$ cat src/rtl/ids_dma_pkg.sv
// ids_dma_pkg
//   Shared types and constants for the DMA requester-side bus engine.
//   - dma_mst_state_t : bus master FSM state encoding
//   - DMA_*_DEF       : default parameter widths
//   - DMA_WORD_BYTES  : byte step between consecutive words at default width
//   - dma_word_bytes  : byte step for an arbitrary bus word width
package ids_dma_pkg;

  localparam int DMA_ADDR_W_DEF = 32;
  localparam int DMA_DATA_W_DEF = 32;
  localparam int DMA_LEN_W_DEF  = 16;
  localparam int DMA_TMO_W_DEF  = 8;

  function automatic int dma_word_bytes(input int data_w);
    return data_w / 8;
  endfunction

  localparam int DMA_WORD_BYTES = dma_word_bytes(DMA_DATA_W_DEF);

  typedef enum logic [2:0] {
    IDLE    = 3'd0,
    RD      = 3'd1,
    RD_WAIT = 3'd2,
    WR      = 3'd3,
    FIN     = 3'd4
  } dma_mst_state_t;

endpackage

$ cat src/rtl/ids_dma_gnt_watchdog.sv
// ids_dma_gnt_watchdog
//   Counts consecutive cycles the engine waits for a bus grant. Expires on
//   the waiting cycle in which the count reaches 2^TMO_W-1.
//   Only instantiated when IDS_DMA_TIMEOUT_EN is defined.
// Ports:
//   i_clk, i_rst : clock, synchronous active-high reset
//   i_en         : engine is waiting for the grant this cycle
//   i_clear      : grant seen or engine not waiting; restart the count
//   o_expire     : wait limit reached this cycle
module ids_dma_gnt_watchdog
  import ids_dma_pkg::*;
#(
  parameter int TMO_W = DMA_TMO_W_DEF
) (
  input  logic i_clk,
  input  logic i_rst,
  input  logic i_en,
  input  logic i_clear,
  output logic o_expire
);

  // Terminal compare one below all-ones: the cycle that would make the
  // count reach 2^TMO_W-1 is the expiring cycle.
  localparam logic [TMO_W-1:0] CNT_TC = {{(TMO_W-1){1'b1}}, 1'b0};
  localparam logic [TMO_W-1:0] CNT_ONE = {{(TMO_W-1){1'b0}}, 1'b1};

  logic [TMO_W-1:0] cnt;

  always_ff @(posedge i_clk) begin
    if (i_rst) begin
      cnt <= '0;
    end else if (i_clear) begin
      cnt <= '0;
    end else if (i_en && (cnt != CNT_TC)) begin
      cnt <= cnt + CNT_ONE;
    end
  end

  assign o_expire = i_en && !i_clear && (cnt == CNT_TC);

endmodule

$ cat src/rtl/ids_dma_bus_master.sv
// ids_dma_bus_master
//   Requester-side DMA bus engine. Accepts a word-copy command, requests the
//   shared bus and moves one word at a time (read source, then write
//   destination), issuing accesses only in cycles where the grant is high.
//   Grant loss stalls the current beat, which is reissued when the grant
//   returns.
//   Optional feature macro: IDS_DMA_TIMEOUT_EN (grant-wait timeout with
//   abort and o_err pulse). Without it o_err is tied low and the engine
//   waits for the grant indefinitely.
// Ports:
//   i_clk, i_rst                 : clock, synchronous active-high reset
//   i_cmd_valid / o_cmd_ready    : command handshake (ready only in IDLE)
//   i_cmd_src, i_cmd_dst         : word-aligned byte addresses
//   i_cmd_len                    : number of words to copy
//   o_busy, o_done, o_err        : status, done/abort one-cycle pulses
//   o_req_dma / i_gnt_dma        : arbiter request / registered grant
//   o_bus_valid, o_bus_we        : access issued, write enable
//   o_bus_addr, o_bus_wdata      : access address, write data
//   i_bus_rdata                  : read data, one cycle after a read issues
//
//   state   | meaning
//   --------+-------------------------------------------------------
//   IDLE    | ready for a command
//   RD      | requesting bus, read of src issues when granted
//   RD_WAIT | read data returning, captured into the word buffer
//   WR      | requesting bus, write of dst issues when granted
//   FIN     | done (and err on abort) pulse, request dropped
module ids_dma_bus_master
  import ids_dma_pkg::*;
#(
  parameter int ADDR_W = DMA_ADDR_W_DEF,
  parameter int DATA_W = DMA_DATA_W_DEF,
  parameter int LEN_W  = DMA_LEN_W_DEF,
  parameter int TMO_W  = DMA_TMO_W_DEF
) (
  input  logic              i_clk,
  input  logic              i_rst,
  input  logic              i_cmd_valid,
  output logic              o_cmd_ready,
  input  logic [ADDR_W-1:0] i_cmd_src,
  input  logic [ADDR_W-1:0] i_cmd_dst,
  input  logic [LEN_W-1:0]  i_cmd_len,
  output logic              o_busy,
  output logic              o_done,
  output logic              o_err,
  output logic              o_req_dma,
  input  logic              i_gnt_dma,
  output logic              o_bus_valid,
  output logic              o_bus_we,
  output logic [ADDR_W-1:0] o_bus_addr,
  output logic [DATA_W-1:0] o_bus_wdata,
  input  logic [DATA_W-1:0] i_bus_rdata
);

  localparam logic [ADDR_W-1:0] ADDR_STEP = ADDR_W'(dma_word_bytes(DATA_W));
  localparam logic [LEN_W-1:0]  LEN_ONE   = LEN_W'(1);

  // The watchdog needs at least a 2-bit counter for its terminal compare.
  if (TMO_W < 2) begin : g_tmo_w_chk
    $error("ids_dma_bus_master: TMO_W must be at least 2");
  end

  dma_mst_state_t state, state_nxt;

  logic [ADDR_W-1:0] src_q, src_nxt;
  logic [ADDR_W-1:0] dst_q, dst_nxt;
  logic [LEN_W-1:0]  len_q, len_nxt;
  logic [DATA_W-1:0] buf_q, buf_nxt;

  logic tmo_expire;
  logic abort;

  always_ff @(posedge i_clk) begin
    if (i_rst) begin
      state <= IDLE;
      src_q <= '0;
      dst_q <= '0;
      len_q <= '0;
      buf_q <= '0;
    end else begin
      state <= state_nxt;
      src_q <= src_nxt;
      dst_q <= dst_nxt;
      len_q <= len_nxt;
      buf_q <= buf_nxt;
    end
  end

  always_comb begin
    state_nxt   = state;
    src_nxt     = src_q;
    dst_nxt     = dst_q;
    len_nxt     = len_q;
    buf_nxt     = buf_q;
    abort       = 1'b0;
    o_cmd_ready = 1'b0;
    o_busy      = 1'b1;
    o_done      = 1'b0;
    o_req_dma   = 1'b0;
    o_bus_valid = 1'b0;
    o_bus_we    = 1'b0;
    o_bus_addr  = '0;
    o_bus_wdata = '0;

    case (state)
      IDLE: begin
        o_busy      = 1'b0;
        o_cmd_ready = 1'b1;
        if (i_cmd_valid) begin
          if (i_cmd_len == '0) begin
            state_nxt = FIN;
          end else begin
            src_nxt   = i_cmd_src;
            dst_nxt   = i_cmd_dst;
            len_nxt   = i_cmd_len;
            state_nxt = RD;
          end
        end
      end

      RD: begin
        o_req_dma  = 1'b1;
        o_bus_addr = src_q;
        if (i_gnt_dma) begin
          o_bus_valid = 1'b1;
          state_nxt   = RD_WAIT;
        end else if (tmo_expire) begin
          abort = 1'b1;
        end
      end

      RD_WAIT: begin
        // Data returns a fixed cycle after the read issued, so it is taken
        // even if the arbiter has pulled the grant meanwhile.
        o_req_dma = 1'b1;
        buf_nxt   = i_bus_rdata;
        state_nxt = WR;
      end

      WR: begin
        o_req_dma   = 1'b1;
        o_bus_we    = 1'b1;
        o_bus_addr  = dst_q;
        o_bus_wdata = buf_q;
        if (i_gnt_dma) begin
          o_bus_valid = 1'b1;
          src_nxt     = src_q + ADDR_STEP;
          dst_nxt     = dst_q + ADDR_STEP;
          len_nxt     = len_q - LEN_ONE;
          state_nxt   = (len_nxt == '0) ? FIN : RD;
        end else if (tmo_expire) begin
          abort = 1'b1;
        end
      end

      FIN: begin
        o_done    = 1'b1;
        state_nxt = IDLE;
      end

      default: begin
        state_nxt = IDLE;
      end
    endcase

    if (abort) begin
      state_nxt = FIN;
      len_nxt   = '0;
    end
  end

`ifdef IDS_DMA_TIMEOUT_EN
  logic tmo_wait;
  logic err_q;

  assign tmo_wait = ((state == RD) || (state == WR)) && !i_gnt_dma;

  ids_dma_gnt_watchdog #(
    .TMO_W (TMO_W)
  ) u_gnt_watchdog (
    .i_clk    (i_clk),
    .i_rst    (i_rst),
    .i_en     (tmo_wait),
    .i_clear  (!tmo_wait),
    .o_expire (tmo_expire)
  );

  // Remembers that the coming FIN is an abort, so o_err lines up with o_done.
  always_ff @(posedge i_clk) begin
    if (i_rst) begin
      err_q <= 1'b0;
    end else if (abort) begin
      err_q <= 1'b1;
    end else if (state == FIN) begin
      err_q <= 1'b0;
    end
  end

  assign o_err = (state == FIN) && err_q;
`else
  assign tmo_expire = 1'b0;
  assign o_err      = 1'b0;
`endif

endmodule

$ cat config.mk
export PLATFORM = sky130hd
export DESIGN_NAME = ids_dma_bus_master
export DESIGN_NICKNAME = d
export VERILOG_FILES = /design/src/rtl/ids_dma_pkg.sv /design/src/rtl/ids_dma_gnt_watchdog.sv /design/src/rtl/ids_dma_bus_master.sv
export SDC_FILE = /design/constraint.sdc
export NUM_CORES = 1
export LEC_CHECK = 0
export ABC_AREA = 1
export CAP_MARGIN = 20
export CORE_MARGIN = 2
export CORE_UTILIZATION = 40
export CTS_CLUSTER_SIZE = 10
export DETAILED_ROUTE_END_ITERATION = 8
export PLACE_DENSITY = 0.68
export SYNTH_ARGS = -nofsm -noshare
export SYNTH_HDL_FRONTEND = slang
export SYNTH_SLANG_ARGS = --single-unit
$ cat constraint.sdc
create_clock -name i_clk -period 2 [get_ports i_clk]
set_input_delay 0.4 -clock i_clk [delete_from_list [all_inputs] [get_ports i_clk]]
set_output_delay 0.4 -clock i_clk [all_outputs]
set_load 0.02 [all_outputs]
# Yosys cells after proc, flatten, opt, wreduce, memory -nomap -nowiden
# Cells that the tools add are included.
# word_totals
out_inout_bits	71
reg_bits	115
# classes
n_reduce_logical	8
n_mux	27
eq_ne	8
add_sub_neg	3
# op_table
operator	n
32-bit two-way mux	7
32-bit one-hot mux with 2 select lines	3
32-bit by 3-bit adder with 32-bit output (second input constant)	2
16-bit two-way mux	3
16-bit logical NOT	2
16-bit one-hot mux with 2 select lines	1
16-bit by 1-bit subtractor with 16-bit output (second input constant)	1
3-bit two-way mux	5
3-bit one-hot mux with 4 select lines	1
2-bit inequality test (second input constant)	4
1-bit two-way mux	7
3-bit by 2-bit == test with 1-bit output (second input constant)	2
4-bit AND reduction	1
3-bit by 1-bit == test with 1-bit output (second input constant)	1
3-bit == test (second input constant)	1
3-bit logical NOT	1
3-bit AND reduction	1
3-bit OR reduction	1
2-bit nonzero test	1
2-bit OR reduction	1

# Longest topological paths before layout
# Gate-level depths: netlist (run 1).
# logic_depth
ltp_word	5
ltp_mapped	15
depth_no_buf	15

# Worst setup path before layout (run 1)
# OpenSTA, ideal clock, no wires.
# synth_path
path_type	register to output
start	reg state[0]
end	out o_bus_addr[26]
t_required_ps	1600
stages_incl_launch_ff	8
arrival_ps	1752
setup_slack_ps	-152
n_path_buf	1
path_cell_list	dfxtp_1 -> inv_1 -> nor2_1 -> inv_1 -> nor2_1 -> clkinv_1 -> clkbuf_1 -> o21ai_0
# synth_via
elab_chain_cells	2
word_cells_on_any_way	3
cone_classes	2 x eq/ne; 1 x mux
# synth_lines
element	line	text
start, declared	ids_dma_bus_master.sv:63	dma_mst_state_t state, state_nxt;
start signal, assigned	ids_dma_bus_master.sv:81	state <= state_nxt;
3-bit by 2-bit == test with 1-bit output or 3-bit by 1-bit == test with 1-bit output (tied branches)	ids_dma_bus_master.sv:105	case (state)
32-bit one-hot mux with 2 select lines (*)	ids_dma_bus_master.sv:105	
end, declared	ids_dma_bus_master.sv:50	output logic [ADDR_W-1:0] o_bus_addr,
# Mark *: on every way between the ends. The rest lies on a longest branch, timed or not.

# Worst setup path in the final report (run 1)
# layout_path
start	reg state[2]
end	out o_bus_addr[6]
# Same word-level chain as after synthesis.

==> out/summary.txt, run 1 <==
Worst Setup End Kind: output port
slowest stage cell, crit path: dfxtp_4
n_diodes: 0
Crit path depth: 7
synth warn: 0
antenna-violating nets left: 0
Slew @ Worst Pin: 0.617 ns
WP buf/inv: 4
Initial Util: 0.409
first-pass GRT wire length: 38.4 mm
Die W: 137 µm
Critical Path Source Type: register
Vias/cell: 5.44
Hold Path Depth: 2
Fmax: 470 MHz
Num Clock Sinks: 115
commonest non-fill, non-tap cells in the layout: 195 x nand2_1, 119 x inv_1, 114 x clkdlybuf4s50_1
synthesized cell area: 0.00705 mm²
Top delay family on crit path: buffers and inverters
result of the run: finished, violations left
R2R depth: 11
Relative slew margins: 0.589
initial antenna violation count: 0
share of layout cells above drive strength 1: 0.304
CTS Hold Buffers Added: 0
clk_skew: 0.00932 ns
crit path max fanout: 11
I/O Buffers: 185
Syn Inst Count: 1116
Tightest Hold Check Type: reg2reg
root buf cell: clkbuf_16
slowest cell delay on critical path: 0.36 ns
CORE AREA: 0.0172 mm²
failing checks: setup timing
number of DRC markers in iteration 0: 651
routability cong.: 0.844
vias in the first global route: 7887
largest net degree at the start of global routing: 65
LEAKAGE: 0.00475 µW
Die H: 137 µm
Layout area overhead: 69.3%
syn_nets: 1236
commonest non-fill, non-tap cell in the layout: nand2_1
fin nets: 1502
clock latency on the worst-skew pair: 0.42 ns
FP Rows: 48
sequential area share after synthesis: 0.326
I/O pin count: 187
RSZ-0062 raised after global routing: true
WL final: 27.3 mm
slack of the critical path: -0.127 ns
Hold WS: 0.455 ns
pre-CTS WS: -0.385 ns
cell mode on critical path: buf_6
shortest period the worst path allows: 2.13 ns
CTS tree: done
Critical Path RT: 1.60 ns
syn_area_per_cell: 6.32 µm²
Critical Setup Path Class: reg2out
Max Slew Vio Count: 0
via count: 8819
period utilization: 1.06
GRT Total Usage: 0.261
distinct cell type count after synthesis: 47
TritonCTS Buffers: 17
First-pass DRT Iterations: 6
final hold viol count: 0
max-cap violations: 0
critical path cell sequence: inv_4 > nand2_4 > nor2_4 > clkinv_4 > buf_6 > o22ai_4 > buf_6
Clock Pin Slew Worst Setup and Hold Paths: 0.06 ns
Setup-failing EPs final: 74
worst path arrival time: 1.73 ns
power per standard cell area: 1570 mW/mm²
CTS H-tree depth: 4
post-DR wirelength/cell: 16.9 µm
Die ar.: 0.0187 mm²
Post-route DRC: 0
CTS Buffer Depth: 2
Final HPWL DP: 16.1 mm
VDD IR-drop max: 955 µV
Congestion Overflow GR: 0
Yosys reg bits: 115
-- cell families after synthesis --
logic type,Yosys count,share of synthesized area
other,1,0.000532
DFF,115,0.326
xor gates and xnor gates,16,0.0199
AOI/OAI and AO/OA,308,0.248
buffers and inverters,195,0.113
and+or+nand+nor,477,0.285
adders and majority gates,4,0.00710
-- area by class of cell --
class / count / area, µm²
fill: 1372 / 5300
multi-input combinational: 806 / 4910
timing repair buffer: 311 / 3280
sequential: 115 / 2320
inverter: 131 / 514
clock buffer: 20 / 467
tap: 225 / 282
clock inverter: 12 / 155
-- worst min-delay path, cell delays in order, from the launching register on --
cell	delay [ns]
dfxtp_1	0.30
inv_1	0.06
a21oi_1	0.05
-- Yosys cell counts (all sizes together) --
master	instances	area [µm²]
nand4	8	50.1
a221oi	4	47.6
clkinv	2	8.75
nand3b	5	37.5
a31oi	19	119
or2	5	33.8
a41oi	2	17.5
nor4	1	6.26
o221ai	1	8.76
clkbuf	33	124
conb	1	3.75
inv	129	484
dfxtp	115	2300
nor3	27	135
o31ai	1	7.51
o21bai	1	7.51
o211a	1	10.0
a21oi	96	480
a311oi	5	68.8
xnor2	1	8.76
nand2	224	866
o211ai	4	30.0
o22ai	19	119
nand3	42	210
xor2	15	131
o2111ai	1	8.76
nor2	165	669
buf	31	179
ha	4	50.1
a211oi	12	105
o21ai	139	696
a2bb2oi	1	8.76
o32ai	2	17.5
-- where the power goes --
group	internal (µW)	total (µW)	switching [µW]	leakage, µW
registers	3360	4400	1040	0.000954
clock network	2060	3230	1180	0.000290
logic	4950	11100	6140	0.00351
total	10400	18700	8360	0.00475
-- final timing paths --
| path | startpoint | end | slack [ns] |
|---|---|---|---|
| max | state[2] | o_bus_addr[6] | -0.13 |
| min | buf_q[20] | buf_q[20] | 0.45 |
| max reg2reg | state[2] | dst_q[11] | -0.06 |
| min reg2reg | buf_q[20] | buf_q[20] | 0.45 |
-- metal layers --
metal	vias up	track usage	routed length, µm	share of wire
li1	4215	-	-	-
met1	4122	0.327	11200	0.41
met2	404	0.440	13400	0.49
met3	78	0.0530	1860	0.068
met4	0	0.0985	836	0.031
met5	-	0	0	0
-- timing repair --
item | CTS | global route
setup buffers | 18 | 25
pin swaps | 4 | 51
gates cloned | 6 | 11
endpoints found under the setup margin | 72 | 146
resized for setup | 418 | 293
-- sequential cells by signal (all words and copies together) (netlist names) --
register and flops:
buf_q 32, dst_q 32, len_q 16, src_q 32, state 3
-- through the flow --
| step | cell area (µm²) | utilization | total power, µW | instances | TNS, ns |
|---|---|---|---|---|---|
| 2_1_floorplan | 7070 | - | 8840 | 1116 | -1.08 |
| 3_3_place_gp | 9530 | 0.553 | 11100 | 1538 | -15.33 |
| 3_5_place_dp | 9530 | 0.553 | 11300 | 1538 | -18.42 |
| 4_1_cts | 10700 | 0.622 | 15900 | 1593 | -4.43 |
| 5_1_grt | 11900 | 0.693 | 19700 | 1620 | -12.96 |
| 6_report | 11900 | 0.693 | 18700 | 1620 | -5.54 |
No activity file was read; power rests on OpenSTA's default activity.
==> inputs of run 2 (changes only) <==
Settings changed: CAP_MARGIN 20 to 30.
==> results of run 2 <==
Final layout, timing and power as in run 1 (identical DEF).
==> variant, RTL diff (flow settings as in run 1) <==
Change the package constant `DMA_LEN_W_DEF` from 16 to 8.
--- a/src/rtl/ids_dma_pkg.sv
+++ b/src/rtl/ids_dma_pkg.sv
@@ -8,7 +8,7 @@
 
   localparam int DMA_ADDR_W_DEF = 32;
   localparam int DMA_DATA_W_DEF = 32;
-  localparam int DMA_LEN_W_DEF  = 16;
+  localparam int DMA_LEN_W_DEF  = 8;
   localparam int DMA_TMO_W_DEF  = 8;
 
   function automatic int dma_word_bytes(input int data_w);
Interface: changed (resized i_cmd_len); port bits go from 187 to 179. The function was not compared with the original's and may differ.
==> variant against run 1 <==
- the flow still finishes with violations (negative setup slack)
- power is 31% lower
- die area decreased by 5.3%
- non-clock buffer count shrank 42
- via count fell by 8.8%
- final area down 19%
- global-route usage up 0.64 points
- sequential cell count decreased by 8
- combinational power fell by 33%
- wire length down 13%
- sequential share of layout area is 2.8 points higher
- area after synthesis down 5.4%
- setup slack better by 0.052 ns
- register-to-register slack better by 0.08 ns
==> variant: results (changes against run 1) <==
[route]
num_vias=8047  ; -8.8%
wl_per_cell_microns=15.2  ; -9.6%
drt-pass1-iter-count=5  ; -1
drtIter0Drc=604  ; -7.2%

[cells_and_area]
diodes=0  ; unchanged
nFillCells=1612  ; +17%
num-nets-final=1446  ; -3.7%
drive_above_1_share=0.160  ; -0.144
largestRegisters=buf_q x32, dst_q x32, src_q x32
post-route-util=0.586  ; -0.107

[grt]
grt_max_degree=65  ; unchanged
grt_pass1_vias=7444  ; -5.6%
grt.total_usage=0.267  ; +0.00638
antenna_found_initial=0  ; unchanged
grt_pass1_wl_microns=38100  ; -1.0%

[sta]
setup_tns_ns=-0.784  ; +4.76 ns
final.setup.worst_slack_ns=-0.0753  ; +0.0522 ns
fin_skew_ns=0.00975  ; +0.000432 ns
final-setup-viol-count=22  ; -70%

[clock_network]
h-tree-depth=3  ; -1
root_buffer=clkbuf_16
cts_max_path_buffers=2  ; unchanged
worst_skew_pair.late_latency_ns=0.36  ; -0.06 ns
cts_made_buffers=9  ; -8

[placement]
dp_hpwl_microns=17500  ; +8.5%
io_buffer_count=177  ; -4.3%
gp_congestion=0.998  ; +18%
postPlaceCellArea_sq_um=9220  ; -3.3%

[synth]
ys_seq_area_frac=0.321  ; -0.00527
synth_common_cells=242 x nand2_1, 164 x nor2_1, 138 x inv_1
synth_area_leaders=dfxtp_1 32%, nand2_1 14%, nor2_1 9.2%
ys_warn_count=0  ; unchanged
synthesis.nets=1225  ; -0.89%
yosysUniqueCellTypes=38  ; -19%
async_flop_share=0  ; unchanged
ys.flop_type=dfxtp_1

[hold_path]
hold_depth=2  ; unchanged
hold_class=reg2reg

[worst_setup_path]
cp.arrival_ns=1.68  ; -0.05 ns
rr_worst_depth=12  ; +1
cp_top_family=buffers and inverters
cp_max_fo=25  ; +14
slowest_delay_ns=0.33  ; -0.03 ns
cp_slowest_cell=dfxtp_1

[run_status]
violations=negative setup slack
outcome=finished with violations

[pwr]
p_leak_nw=3.92  ; -18%
vdd_drop_max_mv=0.841  ; -12%

==> variant: cell count changes after synthesis, moves of 5 or more <==
| cell | before | now |
|---|---|---|
| nand3_1 | 42 | 68 |
| nand2_1 | 218 | 242 |
| o21ai_0 | 134 | 111 |
| inv_1 | 126 | 138 |
| nor3_1 | 27 | 15 |
| xor2_1 | 15 | 3 |
| nand4_1 | 8 | 19 |
| a31oi_1 | 19 | 10 |
| buf_2 | 17 | 8 |
| nor2_1 | 155 | 164 |
| dfxtp_1 | 115 | 107 |
| a21oi_1 | 96 | 103 |
| clkbuf_1 | 33 | 40 |
| o211ai_1 | 4 | 9 |
==> variant: routing by layer <==
layer,up-vias,track usage,routed length (microns)
li1,4075,-,-
met1,3577,0.357,10500
met2,351,0.435,10800
met3,44,0.0518,1820
met4,0,0.0869,612
met5,-,0,0
==> variant: kinds of logic after synthesis <==
logic type                 count (synthesis)  share of synthesized area
DFF                                      107                      0.321
buffers and inverters                    201                      0.121
adders and majority gates                  4                    0.00750
AOI/OAI and AO/OA                        270                      0.216
xor gates and xnor gates                   4                    0.00525
and+or+nand+nor                          526                      0.329
other                                      1                   0.000562
==> variant: area by class of cell <==
type	count	area share
clock buffer	9	0.0234
clock inverter	5	0.00337
inverter	142	0.0571
multi-input combinational	805	0.404
sequential	107	0.222
tap	220	0.0285
timing repair buffer	269	0.261
==> variant: what timing repair did <==
action	CTS	global route
gates cloned	1	0
hold buffers	0	0
pin swaps	0	1
gates resized for setup	316	70
setup endpoints to repair	99	132
setup buffers	3	1
==> variant: worst register-to-register path: stages, from the launching register on <==
cell      delay, ns
dfxtp_1        0.37
buf_4          0.14
nor2_4         0.05
inv_6          0.18
buf_4          0.20
o21ai_1        0.07
inv_1          0.08
nand2_2        0.06
nand2_4        0.15
clkinv_8       0.15
buf_4          0.19
a21oi_1        0.14
a21oi_1        0.08
==> variant: worst paths after layout <==
kind                    startpoint                      to  slack [ns]
max          state[2]$_SDFFE_PP0P_          o_bus_wdata[6]       -0.08
max reg2reg  state[2]$_SDFFE_PP0P_  dst_q[14]$_SDFFE_PP0P_        0.02
min reg2reg  buf_q[7]$_SDFFE_PP0P_   buf_q[7]$_SDFFE_PP0P_        0.45
min          buf_q[7]$_SDFFE_PP0P_   buf_q[7]$_SDFFE_PP0P_        0.45
==> variant: metrics by stage <==
stage / std cells / setup WS (ns)
finish: 1557 / -0.0753
global route: 1557 / -0.153
CTS: 1556 / -0.0983
detailed placement: 1538 / -0.323
global placement: 1538 / -0.330
floorplan: 1113 / 0.00828
==> variant: where the power goes <==
| part | total, mW | switching (mW) | internal (mW) |
|---|---|---|---|
| logic | 7.41 | 4.43 | 2.98 |
| registers | 3.83 | 0.748 | 3.08 |
| clock network | 1.66 | 0.832 | 0.828 |
| total | 12.9 | 6.01 | 6.89 |
